[src/rtl/traffic_controller.sv]
// Two-way intersection controller with pedestrian walk phase.
// Lights/walk/phase are Moore outputs registered from the next state; all durations must be >= 1.
module traffic_controller #(
    parameter int GREEN_MIN = 8,
    parameter int YELLOW_T  = 3,
    parameter int ALLRED_T  = 2,
    parameter int WALK_T    = 5
) (
    input  logic       clk,
    input  logic       reset_n,
    input  logic       ns_car,
    input  logic       ew_car,
    input  logic       ped_req,
    output logic [1:0] ns_light,
    output logic [1:0] ew_light,
    output logic       walk,
    output logic [2:0] phase
);

    localparam int MAX_A = (GREEN_MIN > YELLOW_T) ? GREEN_MIN : YELLOW_T;
    localparam int MAX_B = (ALLRED_T > WALK_T) ? ALLRED_T : WALK_T;
    localparam int MAXP  = (MAX_A > MAX_B) ? MAX_A : MAX_B;
    localparam int CW    = $clog2(MAXP + 1);

    localparam logic [CW-1:0] ONE    = CW'(1);
    localparam logic [CW-1:0] LD_GRN = CW'(GREEN_MIN);
    localparam logic [CW-1:0] LD_YEL = CW'(YELLOW_T);
    localparam logic [CW-1:0] LD_RED = CW'(ALLRED_T);
    localparam logic [CW-1:0] LD_WLK = CW'(WALK_T);

    localparam logic [1:0] L_GREEN  = 2'b00;
    localparam logic [1:0] L_YELLOW = 2'b01;
    localparam logic [1:0] L_RED    = 2'b10;

    typedef enum logic [2:0] {
        NS_GREEN  = 3'd0,
        NS_YELLOW = 3'd1,
        ALLRED_A  = 3'd2,
        WALK_A    = 3'd3,
        EW_GREEN  = 3'd4,
        EW_YELLOW = 3'd5,
        ALLRED_B  = 3'd6,
        WALK_B    = 3'd7
    } state_e;

    state_e          state_q, state_d;
    logic [CW-1:0]   cnt_q, cnt_d;
    logic            ped_q, ped_d;
    logic            expired;
    logic            walk_q_st, walk_d_st;

    function automatic logic [CW-1:0] dur(input state_e s);
        case (s)
            NS_GREEN, EW_GREEN:   dur = LD_GRN;
            NS_YELLOW, EW_YELLOW: dur = LD_YEL;
            ALLRED_A, ALLRED_B:   dur = LD_RED;
            default:              dur = LD_WLK;
        endcase
    endfunction

    function automatic logic [1:0] ns_code(input state_e s);
        case (s)
            NS_GREEN:  ns_code = L_GREEN;
            NS_YELLOW: ns_code = L_YELLOW;
            default:   ns_code = L_RED;
        endcase
    endfunction

    function automatic logic [1:0] ew_code(input state_e s);
        case (s)
            EW_GREEN:  ew_code = L_GREEN;
            EW_YELLOW: ew_code = L_YELLOW;
            default:   ew_code = L_RED;
        endcase
    endfunction

    // Counter sits at 1 once a state's time is up; greens rest there awaiting demand.
    assign expired   = (cnt_q == ONE);
    assign walk_q_st = (state_q == WALK_A) || (state_q == WALK_B);
    assign walk_d_st = (state_d == WALK_A) || (state_d == WALK_B);

    always_comb begin
        state_d = state_q;
        case (state_q)
            NS_GREEN:  if (expired && (ew_car || ped_q)) state_d = NS_YELLOW;
            NS_YELLOW: if (expired) state_d = ALLRED_A;
            ALLRED_A:  if (expired) state_d = ped_q ? WALK_A : EW_GREEN;
            WALK_A:    if (expired) state_d = EW_GREEN;
            EW_GREEN:  if (expired && (ns_car || ped_q)) state_d = EW_YELLOW;
            EW_YELLOW: if (expired) state_d = ALLRED_B;
            ALLRED_B:  if (expired) state_d = ped_q ? WALK_B : NS_GREEN;
            default:   if (expired) state_d = NS_GREEN;
        endcase

        cnt_d = cnt_q;
        if (state_d != state_q) cnt_d = dur(state_d);
        else if (!expired)      cnt_d = cnt_q - ONE;

        // Entering walk serves the request; presses on that edge or during walk are absorbed.
        ped_d = ped_q;
        if (!walk_q_st && walk_d_st) ped_d = 1'b0;
        else if (ped_req && !walk_q_st) ped_d = 1'b1;
    end

    always_ff @(posedge clk) begin
        if (!reset_n) begin
            state_q  <= NS_GREEN;
            cnt_q    <= LD_GRN;
            ped_q    <= 1'b0;
            ns_light <= L_GREEN;
            ew_light <= L_RED;
            walk     <= 1'b0;
            phase    <= 3'd0;
        end else begin
            state_q  <= state_d;
            cnt_q    <= cnt_d;
            ped_q    <= ped_d;
            ns_light <= ns_code(state_d);
            ew_light <= ew_code(state_d);
            walk     <= walk_d_st;
            phase    <= state_d;
        end
    end

endmodule

[config.mk]
export PLATFORM = sky130hd
export DESIGN_NAME = traffic_controller
export DESIGN_NICKNAME = d
export VERILOG_FILES = /design/src/rtl/traffic_controller.sv
export SDC_FILE = /design/constraint.sdc
export NUM_CORES = 1
export LEC_CHECK = 0
export ABC_AREA = 1
export BUFFER_PORTS_ARGS = -buffer_cell sky130_fd_sc_hd__buf_2
export CORE_UTILIZATION = 50
export DETAILED_ROUTE_END_ITERATION = 6
export PLACE_DENSITY = 0.73
export RECOVER_POWER = 25
export SYNTH_ARGS = -nofsm -noshare
export SYNTH_HDL_FRONTEND = slang
export SYNTH_SLANG_ARGS = --single-unit
[constraint.sdc]
create_clock -name clk -period 3.5 [get_ports clk]
set_input_delay 0.7 -clock clk [delete_from_list [all_inputs] [get_ports clk]]
set_output_delay 0.7 -clock clk [all_outputs]
set_load 0.02 [all_outputs]
==> impl_metrics.toml <==
[final_layout]
final_layout_size_suffix_gt1_frac = 0.196
area_delta_synth_final_pct = 14.1
fin_nets = 120
final-instance-count-excl-fill = 126
n_antenna_cell = 0
postLayoutCoreUtil = 0.649

[global_route]
grt_pass1_vias = 566
grt_pass1_wl_um = 2340
antenna_found_initial = 0
grt_max_degree = 10
grt_usage = 0.235
overflow = 0

[placed_design]
place_ws_ns = 1.95
dp_cells = 122
gp_congestion = 0.812
portBuffers = 12
dp_hpwl_um = 1100

[timing]
fmax_mhz = 574
rsz0062_at_grt = "no"
fin_crit_ns = 1.74
worstMarginPinSlew_ns = 0.352
tns_ns = 0
fin_hold_ws_ns = 0.586
slew_headroom = 0.765
hold_viol_final = 0
fin_skew_ns = 0.00297
fin_crit_sh = 0.498
slew_viol_final = 0
finalWorstSetupSlack_ns = 1.76
setup_viol = 0

[clocking]
clk_pin_slew_ns = 0.07
cts_tree = "done"
cts_setup_buffers = 0
cts_max_level = 1
cts_root_buf = "clkbuf_4"
cts_buffer_depth = 2
clkSinkCount = 13
cts_hold_buffers = 0
clk-insertion-delay-late_ns = 0.27
ctsResizeCount = 0
cts_buffers = 3

[worst_setup_path]
cp-start-kind = "flop"
path_max_fanout = 9
path_class = "reg -> reg"
crit_arrival_ns = 1.95
endpoint_kind = "flop"
cp.required_ns = 3.70
rrSetupSlack_ns = 1.76

[power]
power_leakage_nw = 0.408
powerDensity_mw_per_mm2 = 568
ir_drop_mv = 0.363

[synth]
synth_top_area_cell = "dfxtp_1"
ys_seq_area_frac = 0.386
syn_inst = 96
synth-seq-cells = 13
synth.distinct_cells = 22
yosysTopAreaCellShare = 0.386
syn_area_um2 = 674
synth_nets = 103
synthTopCellsByArea = "dfxtp_1 (39%), nand2_1 (14%), inv_1 (7.8%)"
yosysWarningCount = 0
syn_area_per_cell_um2 = 7.02

[min_path]
holdCritPathClass = "reg -> reg"

[floorplan]
initial_core_util = 0.569
ios = 13
die_area_mm2 = 0.00150
die_w_um = 38.7
die_h_um = 38.7
core_mm2 = 0.00119
num_rows = 12

[drt]
drtPass1Iterations = 4
wl_per_cell_um = 11.0
drc = 0
drtIter0Drc = 25
viasPerCell = 5.15
vias = 649
ant_nets = 0
routed_wl_um = 1390

[status]
outcome = "finished, final reports clean"

[run]
drv_cap = 0
[Yosys cell counts]
cell type and n:
nand2_1 26, inv_1 14, dfxtp_1 13, nor2_1 8, nand3_1 6, a21oi_1 3, nand4_1 3, o21ai_0 3
ha_1 2, inv_2 2, nand2_2 2, nor2_2 2, nor3_1 2, xor2_1 2, a211oi_1 1, clkinv_1 1
nand2_4 1, nand3_2 1, nor2_4 1, o2111ai_1 1, o21ai_2 1, xnor2_1 1
[cells by family after synthesis]
kind of cell / count (synthesis) / share of synthesized area
adders and majority gates: 2 / 0.0371
buffers and inverters: 17 / 0.0946
and+or+nand+nor: 52 / 0.362
xor gates and xnor gates: 3 / 0.0390
DFF: 13 / 0.386
AOI/OAI and AO/OA: 9 / 0.0816
[area by class of cell]
class	count	area, um2
multi-input cells	66	343
flip-flops and latches	13	260
clock buffers	4	26.3
repair buffers	12	58.8
well taps	14	17.5
fillers	115	417
inverters	17	63.8
[registers in the layout (all words and copies together), names as in the netlist]
register / flops
walk: 1
state_q: 3
cnt_q: 4
ew_light: 2
ns_light: 2
ped_q: 1
[per-layer routing]
metal | vias to the layer above | share of wire | GRT usage
li1 | 334 | - | -
met1 | 285 | 0.44 | 0.268
met2 | 25 | 0.48 | 0.408
met3 | 5 | 0.061 | 0.0578
met4 | 0 | 0.019 | 0.103
met5 | - | 0 | 0
[power breakdown]
part / leakage, nW / switching [mW] / internal (mW) / total, mW
clock network: 0.0150 / 0.0452 / 0.0442 / 0.0894
logic: 0.287 / 0.0918 / 0.0625 / 0.154
registers: 0.106 / 0.0214 / 0.172 / 0.193
[cells in the final DEF (no fill, tap or decap), drive strengths merged]
cell and instances:
clkbuf 5, nand2 29, nor2 11, ha 2, nand4 3, xnor2 1
inv 16, a211oi 1, buf 11, o21ai 4, nor3 2, a21oi 3
xor2 2, o2111ai 1, dfxtp 13, clkinv 1, nand3 7
[critical path: stages, from the launching register on]
cell and delay, ns:
dfxtp_1 0.36, inv_1 0.07, ha_1 0.20, nand2_1 0.29, inv_1 0.15, nand2_1 0.14, nand3_1 0.16, nand2_1 0.11
nand3_1 0.07, a21oi_1 0.13
[worst paths after layout]
path,depth (start not counted),start,end
worst max register to register,9,cnt_q[1],cnt_q[1]
worst min register to register,2,cnt_q[1],cnt_q[1]
worst min-delay path,2,cnt_q[1],cnt_q[1]
worst max-delay path,9,cnt_q[1],cnt_q[1]
[through the flow]
step / power (mW) / instance area (um2)
finish: 0.437 / 769
global route: 0.474 / 769
CTS: 0.447 / 778
detailed placement: 0.358 / 752
global placement: 0.354 / 752
floorplan: 0.322 / 674
No activity file was read; power rests on OpenSTA's default activity.
